## config.mk

```make
export PLATFORM = sky130hd
export DESIGN_NAME = bus_arbiter
export DESIGN_NICKNAME = d
export VERILOG_FILES = /design/src/rtl/bus_arbiter.sv
export SDC_FILE = /design/constraint.sdc
export NUM_CORES = 1
export LEC_CHECK = 0
export BUFFER_PORTS_ARGS = -buffer_cell sky130_fd_sc_hd__buf_2
export CORE_AREA = 2 2 117 119
export CTS_CLUSTER_SIZE = 28
export DETAILED_ROUTE_END_ITERATION = 12
export DIE_AREA = 0 0 119 121
export PLACE_DENSITY = 0.68
export SETUP_SLACK_MARGIN = 0.05
export SYNTH_ARGS = -nofsm -noshare
export SYNTH_HDL_FRONTEND = slang
export SYNTH_SLANG_ARGS = --single-unit
```

## constraint.sdc

```tcl
create_clock -name clk -period 1.96 [get_ports clk]
set_input_delay 0.49 -clock clk [delete_from_list [all_inputs] [get_ports clk]]
set_output_delay 0.49 -clock clk [all_outputs]
set_load 0.03 [all_outputs]
```

## src/rtl/bus_arbiter.sv

```systemverilog
// Two-master bus arbiter with an IDLE/ADDR/DATA transaction FSM, round-robin
// arbitration and bounded bus locking. Define BUS_ARB_FIXED_PRIO_EN for fixed priority (master 0 wins ties).
module bus_arbiter #(
  parameter int LOCK_MAX = 4
) (
  input  logic        clk,
  input  logic        reset,
  input  logic        m0_req,
  input  logic        m1_req,
  input  logic        m0_we,
  input  logic        m1_we,
  input  logic        m0_lock,
  input  logic        m1_lock,
  input  logic [31:0] m0_addr,
  input  logic [31:0] m1_addr,
  input  logic [31:0] m0_wdata,
  input  logic [31:0] m1_wdata,
  output logic        m0_ack,
  output logic        m1_ack,
  output logic [31:0] m0_rdata,
  output logic [31:0] m1_rdata,
  output logic [31:0] bus_addr,
  output logic [31:0] bus_wdata,
  output logic        bus_we,
  input  logic [31:0] bus_rdata,
  output logic        owner,
  output logic        bus_busy
);

  localparam int CW = $clog2(LOCK_MAX + 1);

  typedef enum logic [1:0] {
    IDLE,
    ADDR,
    DATA
  } state_t;

  state_t        state_q;
  logic          owner_q;
  logic          last_q;
  logic          we_q;
  logic [31:0]   addr_q;
  logic [31:0]   wdata_q;
  logic [CW-1:0] lock_cnt_q;

  logic          done;
  logic          start;
  logic          tie_winner;
  logic          grant_d;
  logic [CW-1:0] lock_cnt_d;
  logic          owner_req;
  logic          owner_lock;
  logic          other_req;

`ifdef BUS_ARB_FIXED_PRIO_EN
  assign tie_winner = 1'b0;
`else
  assign tie_winner = ~last_q;
`endif

  assign done       = ((state_q == ADDR) && we_q) || (state_q == DATA);
  assign start      = (m0_req || m1_req) && ((state_q == IDLE) || done);
  assign owner_req  = owner_q ? m1_req  : m0_req;
  assign owner_lock = owner_q ? m1_lock : m0_lock;
  assign other_req  = owner_q ? m0_req  : m1_req;

  // NOTE: every always_comb output gets a default first so no path can infer a latch.
  always_comb begin
    lock_cnt_d = '0;
    grant_d    = (m0_req && m1_req) ? tie_winner : m1_req;
    if (done && owner_lock && owner_req) begin
      lock_cnt_d = (lock_cnt_q == CW'(LOCK_MAX)) ? lock_cnt_q : lock_cnt_q + CW'(1);
      if ((lock_cnt_d == CW'(LOCK_MAX)) && other_req) begin
        grant_d    = ~owner_q;
        lock_cnt_d = '0;
      end else begin
        grant_d    = owner_q;
      end
    end
  end

  // NOTE: sequential state uses non-blocking assignments only, so all registers update together.
  always_ff @(posedge clk or negedge reset) begin
    if (!reset) begin
      state_q    <= IDLE;
      owner_q    <= 1'b0;
      last_q     <= 1'b1;
      we_q       <= 1'b0;
      addr_q     <= '0;
      wdata_q    <= '0;
      lock_cnt_q <= '0;
    end else begin
      if (start) begin
        state_q <= ADDR;
        owner_q <= grant_d;
        last_q  <= grant_d;
        we_q    <= grant_d ? m1_we    : m0_we;
        addr_q  <= grant_d ? m1_addr  : m0_addr;
        wdata_q <= grant_d ? m1_wdata : m0_wdata;
      end else if ((state_q == ADDR) && !we_q) begin
        state_q <= DATA;
      end else if (done) begin
        state_q <= IDLE;
      end
      if (done) begin
        lock_cnt_q <= lock_cnt_d;
      end
    end
  end

  // Payload is captured at grant, so a master dropping req mid-transaction cannot corrupt it.
  assign bus_busy  = (state_q != IDLE);
  assign bus_addr  = bus_busy ? addr_q  : '0;
  assign bus_wdata = bus_busy ? wdata_q : '0;
  assign bus_we    = (state_q == ADDR) && we_q;
  assign owner     = owner_q;
  assign m0_ack    = done && !owner_q;
  assign m1_ack    = done && owner_q;
  assign m0_rdata  = ((state_q == DATA) && !owner_q) ? bus_rdata : '0;
  assign m1_rdata  = ((state_q == DATA) && owner_q)  ? bus_rdata : '0;

endmodule

```

### Word-level counts from Yosys, hierarchy flattened

Cells that the tools add are included.

| storage, ports and cells | value |
|---|---|
| bits in registers | 72 |
| bits of input ports | 168 |
| output and inout port bits | 133 |
| word-level logic and storage cells | 52 |

| cells by class | value |
|---|---|
| $add $sub $neg | 1 |
| equality and inequality tests | 4 |
| mux-type cells | 19 |
| bitwise operators | 2 |
| reductions and logical operators | 19 |

Operator list:

| kind | number |
|---|---|
| $mux 32 | 6 |
| $logic_and 1x1->1 | 11 |
| $mux 3 | 3 |
| $mux 1 | 7 |
| $eq 3x3->1 const B | 2 |
| $mux 2 | 3 |
| $add 3x1->3 const B | 1 |
| $logic_or 1x1->1 | 3 |
| $reduce_bool 3->1 | 1 |
| $eq 2x1->1 const B | 1 |
| $eq 2x2->1 const B | 1 |
| $logic_not 1->1 | 2 |
| $logic_not 2->1 | 1 |
| $not 1->1 | 2 |
| $reduce_bool 2->1 | 1 |

### Depth between registers and ports, before layout

| depth | value |
|---|---|
| depth in word-level cells | 7 |
| depth in mapped cells | 9 |
| gate-level depth less buffers | 7 |

### Worst setup path before layout

Ideal clock, no wire load.

| path | value |
|---|---|
| path kind | register to register |
| start point | register lock_cnt_q[0] |
| end point | register addr_q[0] |
| library setup time | 0.126 ns |
| arrival time | 2.022 ns |
| required time | 1.834 ns |
| path slack | -0.188 ns |
| cell stages (with the launch flop) | 8 |
| buffers on the path | 1 |
| clock period less this slack | 2.148 ns |
| cells stage by stage | dfrtp_1 -> inv_1 -> ha_1 -> or2_4 -> nor4b_2 -> nor3_4 -> buf_6 -> a221o_1 |

| on the way | value |
|---|---|
| word-level cells in the longest chain between the ends | 7 |
| elaborated cells between the ends (all ways) | 8 |
| those cells by class | add/sub (1); eq/ne (2); mux (4); reduce/logical (1) |

RTL lines:

| what | line | source |
|---|---|---|
| start: declaration | 44 | `logic [CW-1:0] lock_cnt_q;` |
| start signal: assignment | 106 | `lock_cnt_q <= lock_cnt_d;` |
| $add 3x1->3 / $eq 3x3->1 (equally long branches) | 72 | `lock_cnt_d = (lock_cnt_q == CW'(LOCK_MAX)) ? lock_cnt_q : lock_cnt_q + CW'(1);` |
| $mux 3 (*) | 72 |  |
| $eq 3x3->1 (*) | 73 | `if ((lock_cnt_d == CW'(LOCK_MAX)) && other_req) begin` |
| $logic_and 1x1->1 (*) | 73 |  |
| $mux 1 (*) | 73 |  |
| $mux 1 (*) | 71 | `if (done && owner_lock && owner_req) begin` |
| $mux 32 (*) | 98 | `addr_q <= grant_d ? m1_addr : m0_addr;` |
| end signal: assignment | 98 |  |
| end: declaration | 42 | `logic [31:0] addr_q;` |

Every way passes the cells marked *; elsewhere a longest branch is shown, timed or not.
A chain may end at the register's enable or synchronous reset.

### Final worst setup path

| path | value |
|---|---|
| start point | register lock_cnt_q[0] |
| end point | register addr_q[29] |

Same word-level chain as after synthesis.

==> flow_summary.toml <==
[status]
status = "finished, violations left"
violations = "setup timing"

[global_route]
overflow = 0
grt_start_max_net_pins = 69
track_usage_pct = 22.4
grt_pass1_vias = 4782
grt_pass1_wl_um = 25000
antenna_found_initial = 2

[sta]
finalCritPeriodShare_pct = 113
slew_viol_final = 0
fin_skew_ps = 13.0
worst_pin_slew_ps = 589
relSlewSlack_pct = 60.7
setup_violations = 197
fin_ws_ps = -249
fin_crit_ps = 2210
hold_violations = 0
max_freq_mhz = 453
rsz0062_at_grt = "true"

[cts]
clk_latency_ps = 340
cts_buffers = 9
cts_tree = "built"
numClockSinks = 72
cts.clk_slew.worst_paths_ps = 60
cts_root_buffer = "clkbuf_16"
cts_buffer_depth = 2
hold_buffers = 0
htreeDepth = 3

[detailed_routing]
ant_nets = 0
wl_um = 18600
drc = 0
drt-vias-per-instance = 5.10
dr.pass1.iters = 4
drt_iter0_drc = 285
drt-wirelength-per-cell_um = 19.9
num_vias = 4772

[setup_path]
rr_worst_depth = 8
crit_required_ps = 2180
reg2reg_slack_ps = -250
crit_arrival_ps = 2430
critPathLaunch = "lock_cnt_q[0]$_DFFE_PN0P_"
cp_max_fo = 23
endpoint = "addr_q[29]$_DFFE_PN0P_"
end_kind = "register"
worstSetupPathType = "register to register"
timing.rr.end = "addr_q[29]$_DFFE_PN0P_"
crit_path_start_kind = "register"
r2r_start = "lock_cnt_q[0]$_DFFE_PN0P_"

[die]
core_area_um2 = 13100
initial_core_util_pct = 32.5
die_h_um = 121
core.rowCount = 42
ios = 301
die_area_um2 = 14400
die_width_um = 119

[final_layout]
syn_to_final_growth_pct = 94.9
stdcell_area_um2 = 8290
post-route-util_pct = 63.3
nNetsFinal = 923
drive_gt1_share_pct = 67.1

[power_and_ir_drop]
powerDensity_nw_per_um2 = 1840
cellLeakagePower_nw = 4.09
irDropWorstVdd_mv = 0.939
total_power_mw = 15.3

[placement]
pre_cts_slack_ps = -240
dpl.hpwl_um = 11200
portBuffers = 300
placed_area_um2 = 6220
gp_congestion = 0.837

[logic_synthesis]
synth.cell_area_um2 = 4250
syn_avg_cell_area_um2 = 10.1
synth_compound_area_share_pct = 18.4
synth_cells = 420
postSynthNetCount = 590
yosysSeqAreaShare_pct = 42.4
yosys_warnings = 0
muxShareOfSynthArea_pct = 0.235
synth_top_family_by_area = "simple AND/OR/NAND/NOR gates"
synthAdderAreaFrac_pct = 0.588
synthXorXnorAreaFrac_pct = 0.206
yosysUniqueCellTypes = 35
synth-simple-area-share_pct = 32.7
synth-seq-cells = 72

[hold_path]
hold_path_class = "input pin to async pin"

[run]
drv_cap = 0
cells by family (layout without fill, tap and decap cells):
logic type / after synthesis / count (layout)
AOI/OAI and AO/OA: 82 / 82
xor gates and xnor gates: 1 / 1
other: 0 / 2
buffers and inverters: 41 / 378
and+or+nand+nor: 221 / 221
adders and majority gates: 2 / 2
muxes: 1 / 1
DFF: 72 / 72
where the power goes:
part | total, mW | internal [mW] | switching [mW]
clock network | 1.53 | 0.883 | 0.644
registers | 2.67 | 2.24 | 0.428
logic | 11.1 | 5.52 | 5.56
total | 15.3 | 8.65 | 6.63
per-layer routing:
metal / part of all wire (%) / track usage [%]
met5: 0 / 0
met4: 3.4 / 8.41
met3: 6.7 / 5.55
met2: 54 / 42.0
met1: 36 / 24.3
area by class of cell:
| cell class | count | area [um^2] |
|---|---|---|
| clock inverters | 5 | 32.5 |
| fillers | 982 | 4800 |
| multi-input cells | 307 | 2880 |
| inverters | 4 | 17.5 |
| clock buffers | 10 | 239 |
| diodes | 2 | 5.00 |
| well taps | 176 | 220 |
| flip-flops and latches | 72 | 1800 |
| repair buffers | 359 | 3090 |
cell usage in the layout (no fill, tap or decap), types with 8 or more instances in the layout:
cell         n
a221o_1     65
and2_1      66
and2_2      30
and3_4      32
buf_12      13
buf_2      169
buf_4       41
buf_6      124
clkbuf_16   15
dfrtp_1     70
nand2_1      8
nor2b_1     15
nor2b_4     51
worst min-delay path by stage:
stage                             from                 endpoint  slack, ps
2_1_floorplan                    reset    addr_q[0]$_DFFE_PN0P_        190
3_3_place_gp   wdata_q[13]$_DFFE_PN0P_  wdata_q[13]$_DFFE_PN0P_        490
3_5_place_dp   wdata_q[13]$_DFFE_PN0P_  wdata_q[13]$_DFFE_PN0P_        500
4_1_cts                          reset   addr_q[16]$_DFFE_PN0P_        150
5_1_grt                          reset   addr_q[16]$_DFFE_PN0P_        180
6_report                         reset   addr_q[16]$_DFFE_PN0P_        130
per-stage QoR:
stage	hold slack [ps]	TNS, ps	std cells
after CTS	150	-33090	919
after global placement	495	-9850	896
after detailed placement	498	-13800	896
after global routing	179	-50430	935
final	129	-35550	935
after floorplan	194	-9210	420
synth_stat cells:
| cell | number | area share [%] |
|---|---|---|
| nor3_4 | 1 | 0.38 |
| dfrtp_1 | 71 | 42 |
| clkbuf_1 | 24 | 2.1 |
| and2_1 | 97 | 14 |
| buf_2 | 3 | 0.35 |
| a21oi_1 | 2 | 0.24 |
| nor4b_1 | 1 | 0.21 |
| o21ai_0 | 5 | 0.59 |
| nor2b_1 | 66 | 9.7 |
| a21o_1 | 2 | 0.35 |
| o22a_2 | 1 | 0.24 |
| or3_1 | 1 | 0.15 |
| nor2_1 | 3 | 0.26 |
| dfstp_2 | 1 | 0.62 |
| a21boi_0 | 1 | 0.18 |
| xnor2_1 | 1 | 0.21 |
| and3b_1 | 4 | 0.82 |
| a32oi_1 | 2 | 0.41 |
| buf_6 | 10 | 2.6 |
| nand3b_1 | 1 | 0.18 |
| nor4b_2 | 1 | 0.35 |
| nand2_1 | 8 | 0.71 |
| and3_1 | 33 | 4.9 |
| or2_4 | 1 | 0.21 |
| and2b_1 | 1 | 0.18 |
| inv_1 | 4 | 0.35 |
| a221o_1 | 65 | 15 |
| ha_1 | 2 | 0.59 |
| o211a_1 | 1 | 0.24 |
| o221ai_1 | 1 | 0.21 |
| a311oi_2 | 1 | 0.35 |
| nand2b_1 | 2 | 0.29 |
| mux2i_1 | 1 | 0.24 |
| or2_2 | 1 | 0.15 |
| a31oi_2 | 1 | 0.29 |
critical path, stage by stage (launching register included):
cell and delay [ps]:
dfrtp_1 400, ha_2 210, and3b_1 200, a311oi_4 360, or3_4 200, a31oi_4 90, buf_12 150, buf_12 150
a221o_1 300
what timing repair did:
| action | 4_1_cts | 5_1_grt |
|---|---|---|
| pin swaps | 42 | 8 |
| resized for setup | 210 | 231 |
| setup buffers | 4 | 6 |
| gates cloned | 4 | 9 |
| setup endpoints to repair | 197 | 198 |
registers in the layout (all words and copies together), names as in the netlist:
| register | cells |
|---|---|
| addr_q | 32 |
| last_q | 1 |
| lock_cnt_q | 3 |
| owner | 1 |
| state_q | 2 |
| wdata_q | 32 |
| we_q | 1 |
(Power assumes the default switching activity.)
